==> src/rtl/alu_uart_ctrl.sv <==
// alu_uart_ctrl: collects operand A, operand B and opcode bytes from the UART
// receiver, drives the ALU, and returns the one-byte result to the UART
// transmitter.
// Optional build macro ALU_CTRL_TIMEOUT_EN: adds an inter-byte timeout that
// discards a partial frame after TIMEOUT idle cycles in S_B or S_OP.
module alu_uart_ctrl #(
    parameter int unsigned NB_DATA = 8,
    parameter int unsigned NB_REG  = 8,
    parameter int unsigned NB_OP   = 6,
    parameter int unsigned TIMEOUT = 100000
) (
    input  logic               clk,
    input  logic               i_rst,
    input  logic [NB_DATA-1:0] i_rx_data,
    input  logic               i_rx_valid,
    output logic [NB_REG-1:0]  o_alu_a,
    output logic [NB_REG-1:0]  o_alu_b,
    output logic [NB_OP-1:0]   o_alu_op,
    input  logic [NB_REG-1:0]  i_alu_result,
    output logic [NB_DATA-1:0] o_tx_data,
    output logic               o_tx_start,
    input  logic               i_tx_busy,
    output logic               o_busy,
    output logic               o_overrun
);

    typedef enum logic [2:0] {
        S_A    = 3'd0,
        S_B    = 3'd1,
        S_OP   = 3'd2,
        S_EXEC = 3'd3,
        S_SEND = 3'd4,
        S_TXW  = 3'd5,
        S_TXD  = 3'd6
    } state_t;

    state_t               state;
    state_t               state_next;
    logic [NB_REG-1:0]    alu_a_next;
    logic [NB_REG-1:0]    alu_b_next;
    logic [NB_OP-1:0]     alu_op_next;
    logic [NB_DATA-1:0]   tx_data_next;
    logic                 tx_start_next;
    logic                 busy_next;
    logic                 overrun_next;

`ifdef ALU_CTRL_TIMEOUT_EN
    localparam int unsigned CNT_W = $clog2(TIMEOUT + 1);
    logic [CNT_W-1:0]     to_cnt;
    logic [CNT_W-1:0]     to_cnt_next;
`endif

    // State and registered outputs
    always_ff @(posedge clk or negedge i_rst) begin
        if (!i_rst) begin
            state      <= S_A;
            o_alu_a    <= '0;
            o_alu_b    <= '0;
            o_alu_op   <= '0;
            o_tx_data  <= '0;
            o_tx_start <= 1'b0;
            o_busy     <= 1'b0;
            o_overrun  <= 1'b0;
`ifdef ALU_CTRL_TIMEOUT_EN
            to_cnt     <= '0;
`endif
        end else begin
            state      <= state_next;
            o_alu_a    <= alu_a_next;
            o_alu_b    <= alu_b_next;
            o_alu_op   <= alu_op_next;
            o_tx_data  <= tx_data_next;
            o_tx_start <= tx_start_next;
            o_busy     <= busy_next;
            o_overrun  <= overrun_next;
`ifdef ALU_CTRL_TIMEOUT_EN
            to_cnt     <= to_cnt_next;
`endif
        end
    end

    // Next-state and next-output decode
    always_comb begin
        state_next    = state;
        alu_a_next    = o_alu_a;
        alu_b_next    = o_alu_b;
        alu_op_next   = o_alu_op;
        tx_data_next  = o_tx_data;
        tx_start_next = 1'b0;
        overrun_next  = o_overrun;
`ifdef ALU_CTRL_TIMEOUT_EN
        to_cnt_next   = '0;
`endif
        case (state)
            S_A: begin
                if (i_rx_valid) begin
                    alu_a_next = NB_REG'(i_rx_data);
                    state_next = S_B;
                end
            end
            S_B: begin
                if (i_rx_valid) begin
                    alu_b_next = NB_REG'(i_rx_data);
                    state_next = S_OP;
                end
`ifdef ALU_CTRL_TIMEOUT_EN
                else if (to_cnt == CNT_W'(TIMEOUT)) begin
                    state_next = S_A;
                end else begin
                    to_cnt_next = to_cnt + CNT_W'(1);
                end
`endif
            end
            S_OP: begin
                if (i_rx_valid) begin
                    alu_op_next = i_rx_data[NB_OP-1:0];
                    state_next  = S_EXEC;
                end
`ifdef ALU_CTRL_TIMEOUT_EN
                else if (to_cnt == CNT_W'(TIMEOUT)) begin
                    state_next = S_A;
                end else begin
                    to_cnt_next = to_cnt + CNT_W'(1);
                end
`endif
            end
            S_EXEC: begin
                if (i_rx_valid) overrun_next = 1'b1;
                tx_data_next = NB_DATA'(i_alu_result);
                state_next   = S_SEND;
            end
            S_SEND: begin
                if (i_rx_valid) overrun_next = 1'b1;
                if (!i_tx_busy) begin
                    tx_start_next = 1'b1;
                    state_next    = S_TXW;
                end
            end
            S_TXW: begin
                if (i_rx_valid) overrun_next = 1'b1;
                if (i_tx_busy) state_next = S_TXD;
            end
            S_TXD: begin
                if (i_rx_valid) overrun_next = 1'b1;
                if (!i_tx_busy) state_next = S_A;
            end
            default: begin
                state_next = S_A;
            end
        endcase
        // o_busy is registered from the next state so it always equals (state != S_A)
        busy_next = (state_next != S_A);
    end

endmodule

==> config.mk <==
export PLATFORM = sky130hd
export DESIGN_NAME = alu_uart_ctrl
export DESIGN_NICKNAME = d
export VERILOG_FILES = /design/src/rtl/alu_uart_ctrl.sv
export SDC_FILE = /design/constraint.sdc
export NUM_CORES = 1
export LEC_CHECK = 0
export BUFFER_PORTS_ARGS = -buffer_cell sky130_fd_sc_hd__buf_2
export CORE_MARGIN = 2
export CORE_UTILIZATION = 45
export CTS_CLUSTER_DIAMETER = 50
export DETAILED_ROUTE_END_ITERATION = 6
export GPL_TIMING_DRIVEN = 0
export PLACE_DENSITY_LB_ADDON = 0.25
export SLEW_MARGIN = 0
export SYNTH_ARGS = -nofsm -noshare
export SYNTH_HDL_FRONTEND = slang
export SYNTH_SLANG_ARGS = --single-unit
==> constraint.sdc <==
create_clock -name clk -period 4.3 [get_ports clk]
set_clock_uncertainty 0.05 [all_clocks]
set_input_delay 0.215 -clock clk [delete_from_list [all_inputs] [get_ports clk]]
set_output_delay 0.215 -clock clk [all_outputs]
set_load 0.05 [all_outputs]
==> flow_results.org <==
** Clock network
- Clk sinks :: 36
- Clock tree synthesis inserted a total of 5 buffers.
- Clock-pin slew was measured on the worst setup and hold paths at 0.09 ns.
- Post-CTS timing repair inserted 0 buffers for setup.
- CTS Root Buffer Type :: clkbuf_4
- Clock latency on the worst-skew pair, taken at its later pin, is 0.32 ns.
- TritonCTS built the clock tree.
- The clock passes through at most 2 buffers.
- Deepest level of the CTS H-tree :: 2
- Gates resized during post-CTS repair numbered 0.

** Routing
- Vias per cell :: 4.78
- In the routed design, unresolved DRC markers number 0.
- Iteration-0 DRC count of the detailed router :: 19
- Drt total wl :: 2470 um
- Via count :: 923
- Dividing the detail-routed wire length by the instance count gives 12.8 um.
- First-pass detailed-route iteration total :: 4
- Post-DRT Antenna Nets :: 0

** Logic synthesis
- Synthesis produced 91 cells.
- Synth Area per Inst :: 15.6 um2
- Register area share after synthesis :: 63.3%
- Fraction of synthesized cell area in xor and xnor cells :: 0%
- Commonest cells in the synthesized netlist :: dfrtp_1 (36), mux2_2 (30), inv_1 (3)
- After Yosys synthesis, and, or, nand and nor cells account for 7.29% of the synthesized area.
- Nets in the synthesized netlist :: 111
- Warnings from Yosys :: 0
- Synthesized flop and latch total :: 36
- Top post-synthesis cells by area :: dfrtp_1 (63%), mux2_2 (24%), nor3b_4 (2.6%)
- Counting flops with a built-in enable in the synthesized netlist gives 0.
- Share of async-settable or async-resettable flops after synthesis :: 100%
- Cell with the most instances after synthesis :: dfrtp_1
- Summing the areas of all compound-gate instances in the mapped netlist gives 3.43% of the synthesized area.
- Predominant post-synthesis flop cell :: dfrtp_1
- The portion of synthesized area spent on multiplexers is 23.7%.
- Combinational family with the most area after synthesis :: multiplexers
- After Yosys synthesis, full adders, half adders and majority gates account for 0% of the synthesized area.
- The cell area that synthesis handed to floorplanning was 1420 um2.
- Count of different cell masters after synthesis :: 21
- The biggest area contributor in the post-synthesis netlist is dfrtp_1.
- The top cell type by area accounts for 63.3% of the synthesized area.

** Floorplanning
- Area of the core :: 3030 um2
- The die covers 3630 um2.
- For this design the top-level I/O count stands at 53.
- Die Span X :: 60.3 um
- Measured along the y axis, the die boundary spans 60.3 um.
- Effective utilization at floorplan :: 47.0%
- # rows :: 20

** GRT
- Maximum number of pins on one net before global-route repair :: 37
- Global routing used 6.06% of the available met3 tracks.
- Overall track demand over capacity in global routing :: 15.6%
- Number of antenna violations at the first check in global routing :: 0
- The global routing stage identified its most utilized layer as met2.
- Global routing used 17.7% of the available met1 tracks.
- First-pass GRT wire length :: 4020 um
- The via count of the first global-routing pass was 901.
- GR Layer Usage met2 :: 26.1%
- The total overflow left after global routing is 0.

** Worst setup path
- The worst register-to-register path ends at o_alu_b[6]$_DFFE_PN0P_.
- Walking the worst path, the cells encountered are nand2b_1 > buf_6 > nor3b_4 > mux2_2.
- Endpoint kind of the worst setup timing path :: flip-flop
- For the worst flop-to-flop path, the logic depth is 4.
- The largest single stage delay on the critical path is 0.44 ns.
- Register-to-register path setup slack :: 2.54 ns
- CP Launch Type :: flip-flop
- STA puts the critical path data arrival time at 1.92 ns.
- For this design, the slowest cell found on the critical path is dfrtp_1.
- CP max FO :: 8
- The startpoint identified for the worst register-to-register timing path is state[2]$_DFF_PN0_.
- Crit Path Category :: flip-flop to flip-flop
- STA puts the critical path data required time at 4.46 ns.

** Timing
- At the pin with the least slew margin, the transition time is 0.767 ns.
- In the final timing run, aggregate negative setup slack is 0 ns.
- Setup violations remaining at the end of the flow were counted as 0.
- Min Clock Period, post-route :: 1.76 ns
- Timing would allow up to 0.567 GHz.
- Setup repair after global routing left no endpoint under its margin.
- Number of max-slew violations in the final report :: 0
- The worst pin sits at a relative slew slack of 48.9%.
- Final hold violations :: 0
- Final worst path period share :: 41.0%

** Placement
- DP HPWL :: 1860 um
- Buffers on Ports :: 52
- Placed instance count :: 187
- The congestion estimate from routability-driven global placement came to 0.749.

** Min path
- Startpoint of the tightest hold check path :: i_tx_busy
- Type of the tightest min-delay check :: input port to flip-flop
- Along the worst hold path, the cell count comes to 2.
- Worst-case hold path end point :: o_tx_start$_DFF_PN0_

** Status
- The run finished with clean final reports.

** Final layout
- Total inserted antenna cells :: 0
- Nets :: 171
- Leaving out filler cells and counting taps, the final layout contains 193.
- Compared with the post-synthesis result, the final layout area differs by 25.5%.
- Fraction of final layout cells sized beyond drive strength 1 :: 63.8%

** Run
- Max cap viols :: 0
-- critical path, delay by kind of cell, from the launching register on --
| family | cells | cell delay (ns) |
|---|---|---|
| AND/OR/NAND/NOR | 2 | 0.62 |
| flip-flops | 1 | 0.44 |
| multiplexers | 1 | 0.39 |
| buffers and inverters | 1 | 0.14 |
-- cells in the final DEF, fill, tap and decap left out, types with 2 or more instances in the layout --
cell type | synthesis | layout
clkbuf_4 | 0 | 5
mux2_2 | 30 | 30
a21oi_1 | 2 | 2
nand3_1 | 2 | 2
dfrtp_1 | 36 | 36
inv_1 | 3 | 3
buf_2 | 2 | 54
nor3b_4 | 2 | 2
-- stage by stage --
stage	cell area [um2]	setup WS, ns	hold slack (ns)	utilization, %
after floorplan	1420	2.73	-0.131	-
after global placement	1740	2.57	0.274	57.4
after detailed placement	1740	2.54	0.285	57.4
after CTS	1790	2.52	0.00523	59.0
after global routing	1790	2.43	0.0158	59.0
final	1790	2.54	0.0207	59.0
-- kinds of logic (layout without fill, tap and decap cells) --
| logic type | after synthesis | count (layout) |
|---|---|---|
| DFF | 36 | 36 |
| muxes | 30 | 30 |
| and+or+nand+nor | 12 | 12 |
| AOI/OAI and AO/OA | 7 | 7 |
| buffers and inverters | 6 | 64 |
-- layer usage --
metal  vias up  share of wire [%]
li1        438                  -
met1       441                 41
met2        38                 49
met3         6                8.0
met4         0                1.6
met5         -                  0
-- layout make-up --
cell class / instances / area (um2)
Inverter: 3 / 11.3
Timing Repair Buffer: 53 / 270
Fill cell: 266 / 1240
Multi-Input combinational cell: 49 / 490
Sequential cell: 36 / 901
Buffer: 3 / 21.3
Tap cell: 44 / 55.1
Clock buffer: 5 / 37.5
-- flip-flops by register name, indices dropped and copies added (netlist names) --
register and cells:
o_alu_a 8, o_alu_b 8, o_tx_data 8, o_alu_op 6, state 3, o_busy 1, o_overrun 1, o_tx_start 1
-- worst max path at each step --
stage / start / slack (ns) / end / cells past startpoint
after floorplan: state[2]$_DFF_PN0_ / 2.73 / o_alu_b[0]$_DFFE_PN0P_ / 4
after global placement: state[2]$_DFF_PN0_ / 2.57 / o_alu_b[1]$_DFFE_PN0P_ / 4
after detailed placement: state[2]$_DFF_PN0_ / 2.54 / o_alu_b[6]$_DFFE_PN0P_ / 4
after CTS: state[2]$_DFF_PN0_ / 2.52 / o_alu_b[6]$_DFFE_PN0P_ / 4
after global routing: state[2]$_DFF_PN0_ / 2.43 / o_alu_b[3]$_DFFE_PN0P_ / 4
final: state[2]$_DFF_PN0_ / 2.54 / o_alu_b[6]$_DFFE_PN0P_ / 4
-- what timing repair did --
item	4_1_cts	5_1_grt
hold buffers	1	0
endpoints found under the setup margin	0	0
hold endpoints to repair	36	0
Power is not shown: default switching activity piles up to over one toggle a cycle in this logic, so the estimate is an artifact.
